==> config.mk <==
export PLATFORM = sky130hd
export DESIGN_NAME = timing_error_monitor
export DESIGN_NICKNAME = d
export VERILOG_FILES = /design/src/rtl/timing_error_monitor.sv
export SDC_FILE = /design/constraint.sdc
export NUM_CORES = 1
export LEC_CHECK = 0
export CAP_MARGIN = 20
export CORE_MARGIN = 2
export CORE_UTILIZATION = 44
export DETAILED_ROUTE_END_ITERATION = 10
export GPL_ROUTABILITY_DRIVEN = 1
export HOLD_SLACK_MARGIN = 0.15
export PLACE_DENSITY = 0.91
export SYNTH_ARGS = -nofsm -noshare
export SYNTH_HDL_FRONTEND = slang
export SYNTH_SLANG_ARGS = --single-unit
export TNS_END_PERCENT = 10
==> constraint.sdc <==
create_clock -name clk -period 2.5 [get_ports clk]
set_clock_uncertainty 0.15 [all_clocks]
set_input_delay 0.375 -clock clk [delete_from_list [all_inputs] [get_ports clk]]
set_output_delay 0.375 -clock clk [all_outputs]
set_load 0.005 [all_outputs]
==> src/rtl/timing_error_monitor.sv <==
// Multi-bit main/shadow timing error monitor with replay handshake and error counter.
// Optional sticky first-error log enabled by defining TIMING_ERR_LOG_EN.
module timing_error_monitor #(
    parameter int WIDTH   = 32,
    parameter int CNT_W   = 16,
    parameter int HOLDOFF = 2,
    parameter int THRESH  = 8
) (
    input  logic             clk,
    input  logic             reset,
    input  logic             valid,
    input  logic [WIDTH-1:0] data,
    input  logic [WIDTH-1:0] data_shadow,
    input  logic             clr,
    input  logic             replay_ack,
    output logic             error,
    output logic [WIDTH-1:0] error_vec,
    output logic             stall,
    output logic             replay_req,
    output logic [CNT_W-1:0] err_count,
    output logic             err_sticky,
    output logic             thresh_hit
`ifdef TIMING_ERR_LOG_EN
    ,
    output logic [WIDTH-1:0] log_vec,
    output logic             log_valid
`endif
);

    localparam int HW = (HOLDOFF > 1) ? $clog2(HOLDOFF) : 1;
    localparam logic [HW-1:0] HO_LOAD =
        (HOLDOFF > 0) ? HW'(HOLDOFF - 1) : '0;
    localparam logic [CNT_W:0] TH = (CNT_W + 1)'(THRESH);

    typedef enum logic [1:0] {
        IDLE,
        REPLAY,
        HOLD
    } state_t;

    state_t           state;
    state_t           state_n;
    logic [HW-1:0]    ho_cnt;
    logic [HW-1:0]    ho_cnt_n;
    logic [WIDTH-1:0] q;
    logic             valid_q;
    logic [WIDTH-1:0] diff;
    logic             accept;
    logic             sat;

    assign diff   = q ^ data_shadow;
    assign accept = valid_q && (|diff) && (state == IDLE);
    assign sat    = &err_count;

    always_ff @(posedge clk) begin
        if (!reset) begin
            state  <= IDLE;
            ho_cnt <= '0;
        end else begin
            state  <= state_n;
            ho_cnt <= ho_cnt_n;
        end
    end

    always_comb begin
        state_n    = state;
        ho_cnt_n   = ho_cnt;
        stall      = 1'b0;
        replay_req = 1'b0;
        unique case (state)
            IDLE: begin
                if (accept) state_n = REPLAY;
            end
            REPLAY: begin
                stall      = 1'b1;
                replay_req = 1'b1;
                if (replay_ack) begin
                    if (HOLDOFF == 0) begin
                        state_n = IDLE;
                    end else begin
                        state_n  = HOLD;
                        ho_cnt_n = HO_LOAD;
                    end
                end
            end
            HOLD: begin
                stall = 1'b1;
                if (ho_cnt == '0) state_n = IDLE;
                else ho_cnt_n = ho_cnt - 1'b1;
            end
            default: state_n = IDLE;
        endcase
    end

    always_ff @(posedge clk) begin
        if (!reset) begin
            q         <= '0;
            valid_q   <= 1'b0;
            error     <= 1'b0;
            error_vec <= '0;
        end else begin
            q         <= data;
            valid_q   <= valid;
            error     <= accept;
            error_vec <= accept ? diff : '0;
        end
    end

    // clr outranks a same-cycle event for the statistics only
    always_ff @(posedge clk) begin
        if (!reset) begin
            err_count  <= '0;
            err_sticky <= 1'b0;
            thresh_hit <= 1'b0;
        end else if (clr) begin
            err_count  <= '0;
            err_sticky <= 1'b0;
            thresh_hit <= 1'b0;
        end else begin
            if (accept && !sat) err_count <= err_count + 1'b1;
            if (accept) err_sticky <= 1'b1;
            thresh_hit <= ({1'b0, err_count} >= TH);
        end
    end

`ifdef TIMING_ERR_LOG_EN
    always_ff @(posedge clk) begin
        if (!reset || clr) begin
            log_vec   <= '0;
            log_valid <= 1'b0;
        end else if (accept && !log_valid) begin
            log_vec   <= diff;
            log_valid <= 1'b1;
        end
    end
`endif

endmodule

==> run_summary.xml, run 1 <==
<?xml version="1.0" encoding="UTF-8"?>
<metrics>
  <group name="setup_path">
    <metric name="crit_type" unit="">in -&gt; reg</metric>
    <metric name="series_of_cell_instances_along_the_critical_path" unit="">clkdlybuf4s50_1, xnor2_1, nand4_1, or4_4, or2_4, nand3_4, buf_12, nor2_1</metric>
    <metric name="cp_data_required_time" unit="ns">2.60</metric>
    <metric name="slowest_delay" unit="ns">0.55</metric>
    <metric name="critical_path.endpoint_type" unit="">register</metric>
    <metric name="worst_ep_arrival_time" unit="ns">2.49</metric>
    <metric name="timing.critical_path.slowest_stage_cell" unit="">or4_4</metric>
    <metric name="worstPathMaxFanout" unit="">17</metric>
    <metric name="timing.critical_path.from_type" unit="">input port</metric>
  </group>
  <group name="job">
    <metric name="maximum_capacitance_violations" unit="">0</metric>
  </group>
  <group name="cts">
    <metric name="tritoncts" unit="">yes</metric>
    <metric name="cts_hold_buffers" unit="">0</metric>
    <metric name="clock-root-buffer" unit="">clkbuf_8</metric>
    <metric name="numClockSinks" unit="">87</metric>
    <metric name="cts_post_setup_buffers_inserted" unit="">0</metric>
    <metric name="worst_skew_pair.late_latency" unit="ns">0.36</metric>
    <metric name="cts_htree_levels" unit="">3</metric>
    <metric name="cts_made_buffers" unit="">9</metric>
    <metric name="cts_resized" unit="">0</metric>
    <metric name="cts.reportedPaths.clkPinSlew" unit="ns">0.09</metric>
    <metric name="cts-root-to-sink-buffers" unit="">2</metric>
  </group>
  <group name="routing">
    <metric name="ant_nets" unit="">0</metric>
    <metric name="num_vias" unit="">2850</metric>
    <metric name="detail_route.drc_violations" unit="">0</metric>
    <metric name="drt_first_pass_iters" unit="">4</metric>
    <metric name="drt_iter0_markers" unit="">115</metric>
    <metric name="totalWireLength" unit="um">9290</metric>
    <metric name="avgRoutedWirePerCell" unit="um">16.2</metric>
    <metric name="avgViaCountPerCell" unit="">4.97</metric>
  </group>
  <group name="sta">
    <metric name="slew-limit-headroom" unit="">0.523</metric>
    <metric name="rsz_0062_raised_after_global_routing" unit="">no</metric>
    <metric name="max_freq" unit="MHz">418</metric>
    <metric name="setup_violations" unit="">0</metric>
    <metric name="finalMaxSlewViolations" unit="">0</metric>
    <metric name="finalHoldViolCount" unit="">0</metric>
    <metric name="period_share" unit="">0.957</metric>
    <metric name="final.min_clock_period" unit="ns">2.39</metric>
    <metric name="worstMarginPinSlew" unit="ns">0.716</metric>
  </group>
  <group name="cells_and_area">
    <metric name="syn_to_final_growth" unit="%">49.8</metric>
    <metric name="drive_above_1_share" unit="">0.0949</metric>
    <metric name="multi_input_gate_area_in_the_final_layout" unit="mm2">0.00143</metric>
    <metric name="final.fill_count" unit="">556</metric>
    <metric name="stdcell_area" unit="mm2">0.00494</metric>
    <metric name="layout.nets" unit="">544</metric>
    <metric name="final-seq-area" unit="mm2">0.00174</metric>
  </group>
  <group name="synth">
    <metric name="yosysUniqueCellTypes" unit="">39</metric>
    <metric name="netlist_instances" unit="">332</metric>
    <metric name="synth_async_sr_flop_share" unit="">0</metric>
    <metric name="post_synthesis_net_count" unit="">407</metric>
    <metric name="ys_seq_elements" unit="">87</metric>
    <metric name="post_synth.cell_area_avg" unit="um2">9.95</metric>
    <metric name="cell_area_synth" unit="mm2">0.00330</metric>
    <metric name="synth_enable_flop_cells" unit="">0</metric>
    <metric name="synth_seq_area_share" unit="">0.527</metric>
    <metric name="yosysWarnings" unit="">0</metric>
    <metric name="synthFlopType" unit="">dfxtp_1</metric>
  </group>
  <group name="floorplanning">
    <metric name="io_pins" unit="">122</metric>
    <metric name="rows" unit="">31</metric>
    <metric name="chipHeight" unit="um">90.6</metric>
    <metric name="design.core.area" unit="mm2">0.00725</metric>
    <metric name="dieWidth" unit="um">90.6</metric>
    <metric name="initial_core_util" unit="">0.455</metric>
    <metric name="die_area" unit="mm2">0.00821</metric>
  </group>
  <group name="grt">
    <metric name="grt_max_degree" unit="">39</metric>
    <metric name="grt_pass1_wl" unit="um">15000</metric>
    <metric name="number_of_global_route_vias_before_repair" unit="">3044</metric>
    <metric name="antenna_found_initial" unit="">1</metric>
    <metric name="grt_util_all_layers" unit="">0.234</metric>
    <metric name="remaining_global_route_overflow" unit="">0</metric>
  </group>
  <group name="pwr">
    <metric name="p_sw_frac" unit="">0.258</metric>
    <metric name="p_int" unit="mW">2.38</metric>
    <metric name="share_seq_of_total_power" unit="">0.470</metric>
    <metric name="total_power" unit="mW">3.20</metric>
    <metric name="p_comb_frac" unit="">0.182</metric>
    <metric name="total_switching_power" unit="mW">0.827</metric>
    <metric name="power.leakage" unit="nW">1.81</metric>
    <metric name="clockPowerShare" unit="">0.347</metric>
    <metric name="power_per_cell_area" unit="mW/mm2">648</metric>
    <metric name="worst_ir_drop_on_vdd" unit="mV">0.339</metric>
  </group>
  <group name="placed_design">
    <metric name="gpl.final_weighted_congestion" unit="">0.833</metric>
    <metric name="dpl_cell_area" unit="mm2">0.00472</metric>
    <metric name="portBuffers" unit="">121</metric>
    <metric name="dp.final_hpwl" unit="um">6790</metric>
  </group>
  <group name="worst_hold_path">
    <metric name="hp-class" unit="">reg -&gt; reg</metric>
  </group>
  <group name="outcome">
    <metric name="result_of_the_run" unit="">completed</metric>
  </group>
</metrics>
[power by group through the flow]
| stage | clock, mW | sequential, mW | combinational (mW) |
|---|---|---|---|
| floorplan | 0 | 1.53 | 0.247 |
| global placement | 0 | 1.53 | 0.552 |
| detailed placement | 0 | 1.54 | 0.579 |
| CTS | 1.13 | 1.50 | 0.588 |
| global route | 1.19 | 1.51 | 0.631 |
| finish | 1.11 | 1.51 | 0.584 |
[registers in the layout, summed over array words and instances (netlist names)]
| signal | flops |
|---|---|
| valid_q | 1 |
| error | 1 |
| err_sticky | 1 |
| thresh_hit | 1 |
| q | 32 |
| err_count | 16 |
| ho_cnt | 1 |
| state | 2 |
| error_vec | 32 |
[synthesized netlist by cell type, types with 2 or more instances]
library cell | count | share of area
a21oi_1 | 9 | 0.014
a21oi_2 | 2 | 0.0053
and2_1 | 35 | 0.066
and3_1 | 3 | 0.0057
buf_2 | 2 | 0.0030
buf_6 | 4 | 0.014
clkbuf_1 | 7 | 0.0080
dfxtp_1 | 87 | 0.53
ha_1 | 6 | 0.023
inv_1 | 7 | 0.0080
nand2_1 | 18 | 0.020
nand3_1 | 8 | 0.012
nand4_1 | 15 | 0.028
nand4b_1 | 4 | 0.011
nor2_1 | 38 | 0.043
nor2b_1 | 2 | 0.0038
nor3_1 | 3 | 0.0045
nor4_1 | 2 | 0.0038
o2111ai_1 | 2 | 0.0053
o211ai_1 | 5 | 0.011
o21ai_0 | 6 | 0.0091
o21ai_2 | 2 | 0.0053
o31ai_1 | 4 | 0.0091
or3_1 | 7 | 0.013
or4_1 | 8 | 0.018
or4_4 | 2 | 0.0068
xnor2_1 | 32 | 0.085
[final timing paths]
| kind | slack [ns] | start | depth (start not counted) | end |
|---|---|---|---|---|
| worst max register to register | 0.25 | q[27]$_SDFF_PN0_ | 7 | error_vec[7]$_SDFF_PN0_ |
| worst max-delay path | 0.11 | data_shadow[27] | 8 | error_vec[7]$_SDFF_PN0_ |
| worst min-delay path | 0.36 | ho_cnt$_SDFFE_PN0P_ | 2 | ho_cnt$_SDFFE_PN0P_ |
| worst min register to register | 0.36 | ho_cnt$_SDFFE_PN0P_ | 2 | ho_cnt$_SDFFE_PN0P_ |
[metal layers]
layer / up-vias / wire length, um / GRT usage
met5: - / 0 / 0
met4: 0 / 262 / 0.123
met3: 21 / 441 / 0.0392
met2: 102 / 5040 / 0.438
met1: 1324 / 3550 / 0.250
li1: 1403 / - / -
[critical path: cells and delay by family]
kind          cells  cell delay, ns
xor+xnor          1            0.32
simple gates      5            1.23
buf+inv           2            0.57
[per-stage QoR]
stage                util  cells  hold slack, ns  setup slack (ns)  setup TNS, ns
global route        0.682    574           0.395            0.0212              0
finish              0.682    574           0.364             0.108              0
CTS                 0.681    573           0.354             0.115              0
floorplan               -    332           0.307             0.466              0
detailed placement  0.650    557           0.328            -0.254         -10.49
global placement    0.650    557           0.311            -0.210          -9.04
[cell families (layout without fill, tap and decap cells)]
kind of cell,after synthesis,after routing,share of synthesized area
fa+ha+maj,6,6,0.0227
xor+xnor,32,32,0.0849
compound gates,35,35,0.0709
buf+inv,22,164,0.0409
flops,87,87,0.527
simple gates,150,150,0.253
other cells,0,1,0
[cell usage in the layout (no fill, tap or decap), types with 4 or more instances in the layout]
cell type | synthesis | layout
nand4b_1 | 4 | 4
clkbuf_8 | 0 | 9
and2_1 | 35 | 35
o211ai_1 | 5 | 5
dfxtp_1 | 87 | 87
buf_4 | 1 | 17
clkdlybuf4s50_1 | 0 | 121
nand3_1 | 8 | 8
xnor2_1 | 32 | 32
or4_1 | 8 | 8
nand4_1 | 15 | 15
nor2_1 | 38 | 38
or3_1 | 7 | 7
o21ai_0 | 6 | 6
ha_1 | 6 | 6
o31ai_1 | 4 | 4
inv_1 | 7 | 7
nand2_1 | 18 | 18
a21oi_1 | 9 | 9
[cell type report]
cell class / count / share of cell area
inverter: 7 / 0.00531
tap: 99 / 0.0251
multi-input combinational: 223 / 0.288
sequential: 87 / 0.352
clock buffer: 9 / 0.0251
antenna: 1 / 0.000506
clock inverter: 7 / 0.0207
timing repair buffer: 141 / 0.283
No activity file was read; power rests on OpenSTA's default activity.
==> run 2, diff against run 1 <==
--- a/config.mk
+++ b/config.mk
@@ -5,9 +5,10 @@
 export SDC_FILE = /design/constraint.sdc
 export NUM_CORES = 1
 export LEC_CHECK = 0
+export ABC_AREA = 1
 export CAP_MARGIN = 20
 export CORE_MARGIN = 2
-export CORE_UTILIZATION = 44
+export CORE_UTILIZATION = 45
 export DETAILED_ROUTE_END_ITERATION = 10
 export GPL_ROUTABILITY_DRIVEN = 1
 export HOLD_SLACK_MARGIN = 0.15
==> run 2 against run 1 <==
  * Area after synthesis grew 10%
  * Critical path type is now reg -> out
  * Highest routed layer unchanged
  * Sequential share of layout area shrank 1.4 points
  * Critical path depth shrank 5
  * Register-to-register slack improved by 0.18 ns
==> run_summary.xml, run 2 <==
<?xml version="1.0" encoding="UTF-8"?>
<metrics>
  <group name="outcome">
    <metric name="result_of_the_run" unit="">completed</metric>
  </group>
  <group name="floorplanning">
    <metric name="die_area" unit="mm2">0.00881</metric>
    <metric name="dieWidth" unit="um">93.9</metric>
    <metric name="initial_core_util" unit="">0.468</metric>
    <metric name="chipHeight" unit="um">93.9</metric>
    <metric name="design.core.area" unit="mm2">0.00777</metric>
    <metric name="rows" unit="">32</metric>
    <metric name="io_pins" unit="">122</metric>
  </group>
  <group name="synth">
    <metric name="post_synthesis_net_count" unit="">586</metric>
    <metric name="synth.most_common_cell" unit="">nand2_1</metric>
    <metric name="synthFlopType" unit="">dfxtp_1</metric>
    <metric name="synth_seq_area_share" unit="">0.479</metric>
    <metric name="synthDominantCellAreaShare" unit="">0.479</metric>
    <metric name="yosysUniqueCellTypes" unit="">27</metric>
    <metric name="cell_area_synth" unit="mm2">0.00363</metric>
    <metric name="synth_async_sr_flop_share" unit="">0</metric>
    <metric name="synth_commonest_cells" unit="">nand2_1, inv_1, dfxtp_1, nor2_1, a21oi_2</metric>
    <metric name="yosysWarnings" unit="">0</metric>
    <metric name="synth_compound_gate_area_share" unit="">0.0396</metric>
    <metric name="synth.largest_area_cell" unit="">dfxtp_1</metric>
    <metric name="synth_xor_area_frac" unit="">0.0410</metric>
    <metric name="ys_seq_elements" unit="">87</metric>
    <metric name="post_synth.cell_area_avg" unit="um2">7.11</metric>
    <metric name="synthAdderAreaFrac" unit="">0.0207</metric>
    <metric name="synth_enable_flop_cells" unit="">0</metric>
    <metric name="synth.top_cells.by_area" unit="">dfxtp_1, nand2_1, inv_1</metric>
    <metric name="synth_top_family_by_area" unit="">simple AND/OR/NAND/NOR gates</metric>
    <metric name="post_synth_mux_area_share" unit="">0</metric>
    <metric name="netlist_instances" unit="">511</metric>
    <metric name="synth_simple_gate_area_share" unit="">0.292</metric>
  </group>
  <group name="sta">
    <metric name="max_freq" unit="MHz">468</metric>
    <metric name="period_share" unit="">0.855</metric>
    <metric name="slew-limit-headroom" unit="">0.747</metric>
    <metric name="finalHoldViolCount" unit="">0</metric>
    <metric name="finalMaxSlewViolations" unit="">0</metric>
    <metric name="setup_tns" unit="ns">0</metric>
    <metric name="worstMarginPinSlew" unit="ns">0.379</metric>
    <metric name="setup_violations" unit="">0</metric>
    <metric name="final.min_clock_period" unit="ns">2.14</metric>
    <metric name="rsz_0062_raised_after_global_routing" unit="">no</metric>
  </group>
  <group name="cells_and_area">
    <metric name="layout.nets" unit="">712</metric>
    <metric name="n_antenna_cell" unit="">0</metric>
    <metric name="mostFrequentLayoutCells" unit="">nand2_1, clkdlybuf4s50_1, inv_1</metric>
    <metric name="layout_top_registers" unit="">error_vec: 32 flops, q: 32 flops, err_count: 16 flops</metric>
    <metric name="final.fill_count" unit="">632</metric>
    <metric name="final_common_cell" unit="">nand2_1</metric>
    <metric name="drive_above_1_share" unit="">0.0592</metric>
    <metric name="post-route-util" unit="">0.663</metric>
    <metric name="syn_to_final_growth" unit="%">41.8</metric>
  </group>
  <group name="worst_hold_path">
    <metric name="min_delay_path_depth" unit="">2</metric>
    <metric name="whs_endpoint" unit="">err_sticky$_SDFFE_PP0P_</metric>
    <metric name="hp-class" unit="">reg -&gt; reg</metric>
    <metric name="min-delay-start" unit="">err_sticky$_SDFFE_PP0P_</metric>
  </group>
  <group name="cts">
    <metric name="cts-root-to-sink-buffers" unit="">2</metric>
    <metric name="cts.reportedPaths.clkPinSlew" unit="ns">0.09</metric>
    <metric name="cts_hold_buffers" unit="">0</metric>
    <metric name="clock-root-buffer" unit="">clkbuf_8</metric>
    <metric name="numClockSinks" unit="">87</metric>
    <metric name="worst_skew_pair.late_latency" unit="ns">0.35</metric>
    <metric name="cts_made_buffers" unit="">9</metric>
    <metric name="cts_post_setup_buffers_inserted" unit="">0</metric>
    <metric name="tritoncts" unit="">yes</metric>
    <metric name="cts_resized" unit="">0</metric>
    <metric name="cts_htree_levels" unit="">3</metric>
  </group>
  <group name="setup_path">
    <metric name="worstReg2RegStart" unit="">err_count[1]$_SDFFE_PP0P_</metric>
    <metric name="crit_type" unit="">reg -&gt; out</metric>
    <metric name="worst_r2r_path_depth" unit="">11</metric>
    <metric name="reg2reg_to" unit="">err_count[10]$_SDFFE_PP0P_</metric>
    <metric name="worstPathMaxFanout" unit="">4</metric>
    <metric name="setup.reg_to_reg.worst_slack" unit="ns">0.43</metric>
    <metric name="worst_ep_arrival_time" unit="ns">1.61</metric>
    <metric name="timing.critical_path.from_type" unit="">register</metric>
    <metric name="cp_data_required_time" unit="ns">1.98</metric>
    <metric name="critical_path.endpoint_type" unit="">primary output</metric>
  </group>
  <group name="routing">
    <metric name="ant_nets" unit="">0</metric>
    <metric name="drt_iter0_markers" unit="">91</metric>
    <metric name="detail_route.drc_violations" unit="">0</metric>
    <metric name="avgRoutedWirePerCell" unit="um">12.1</metric>
    <metric name="num_vias" unit="">3416</metric>
    <metric name="drt_first_pass_iters" unit="">4</metric>
    <metric name="avgViaCountPerCell" unit="">4.59</metric>
    <metric name="totalWireLength" unit="um">8980</metric>
  </group>
  <group name="pwr">
    <metric name="total_power" unit="mW">3.05</metric>
    <metric name="worst_ir_drop_on_vdd" unit="mV">0.361</metric>
    <metric name="power.leakage" unit="nW">2.47</metric>
    <metric name="power_per_cell_area" unit="mW/mm2">593</metric>
  </group>
  <group name="grt">
    <metric name="grt_pass1_wl" unit="um">14200</metric>
    <metric name="grt_util_all_layers" unit="">0.206</metric>
    <metric name="remaining_global_route_overflow" unit="">0</metric>
    <metric name="grt_max_degree" unit="">36</metric>
    <metric name="antenna_found_initial" unit="">0</metric>
    <metric name="number_of_global_route_vias_before_repair" unit="">3265</metric>
  </group>
  <group name="placed_design">
    <metric name="portBuffers" unit="">121</metric>
    <metric name="gpl.final_weighted_congestion" unit="">0.920</metric>
    <metric name="dp.final_hpwl" unit="um">6820</metric>
  </group>
  <group name="job">
    <metric name="maximum_capacitance_violations" unit="">0</metric>
  </group>
</metrics>
run 2: cell types whose count changed after synthesis, moves of 6 or more:
cell,before,now
xor2_1,0,8
nor2_1,38,53
inv_1,7,105
or3_1,7,0
or4_1,8,0
o21ai_0,6,0
xnor2_1,32,9
nand4_1,15,3
nand2_1,18,187
and2_1,35,0
a21oi_2,2,10
run 2: critical path, cell delays in order (launching register included):
cell             delay [ns]
dfxtp_1                0.36
inv_1                  0.09
ha_1                   0.31
clkdlybuf4s50_1        0.50
run 2: per-layer routing:
layer / share of wire / vias up / track usage
met1: 0.41 / 1539 / 0.233
met2: 0.50 / 130 / 0.383
li1: - / 1732 / -
met4: 0.013 / 0 / 0.0640
met5: 0 / - / 0
met3: 0.071 / 15 / 0.0457
run 2: how the worst max path moves through the flow:
stage                                          from                   endpoint  slack (ns)  depth (start not counted)
after CTS                     state[0]$_SDFFE_PN0P_                      stall        0.36                          3
after floorplan           err_count[0]$_SDFFE_PP0P_  err_count[6]$_SDFFE_PP0P_        0.58                         11
after global placement               data_shadow[5]    error_vec[5]$_SDFF_PN0_        0.05                         12
after global routing                data_shadow[31]   error_vec[17]$_SDFF_PN0_        0.18                         14
after detailed placement             data_shadow[5]    error_vec[0]$_SDFF_PN0_        0.02                         12
final                         state[0]$_SDFFE_PN0P_                      stall        0.36                          3
run 2: logic make-up after synthesis:
kind of cell	after synthesis
AND/OR/NAND/NOR	263
buffers and inverters	118
flip-flops	87
AO/OA/AOI/OAI	20
XOR/XNOR	17
adder cells (fa/ha/maj)	6
run 2: layout make-up:
type | count | area [um2] | area share
Tap cell | 102 | 128 | 0.0248
Timing Repair Buffer | 125 | 1270 | 0.246
Multi-Input combinational cell | 306 | 1430 | 0.277
Clock inverter | 4 | 28.8 | 0.00558
Sequential cell | 87 | 1740 | 0.338
Clock buffer | 12 | 155 | 0.0301
Inverter | 108 | 405 | 0.0787
run 2: power by group:
| group | internal, mW | switching (mW) | total (mW) |
|---|---|---|---|
| clock network | 0.418 | 0.492 | 0.910 |
| logic | 0.326 | 0.301 | 0.627 |
| registers | 1.48 | 0.0414 | 1.52 |
| total | 2.22 | 0.835 | 3.05 |
run 2: through the flow:
| stage | setup WS [ns] | hold WS, ns | std cells | area, um2 |
|---|---|---|---|---|
| after floorplan | 0.584 | 0.297 | 511 | 3630 |
| after global placement | 0.0528 | 0.319 | 728 | 4970 |
| after detailed placement | 0.0183 | 0.324 | 728 | 4970 |
| after CTS | 0.364 | 0.339 | 744 | 5150 |
| after global routing | 0.183 | 0.397 | 744 | 5150 |
| final | 0.363 | 0.350 | 744 | 5150 |
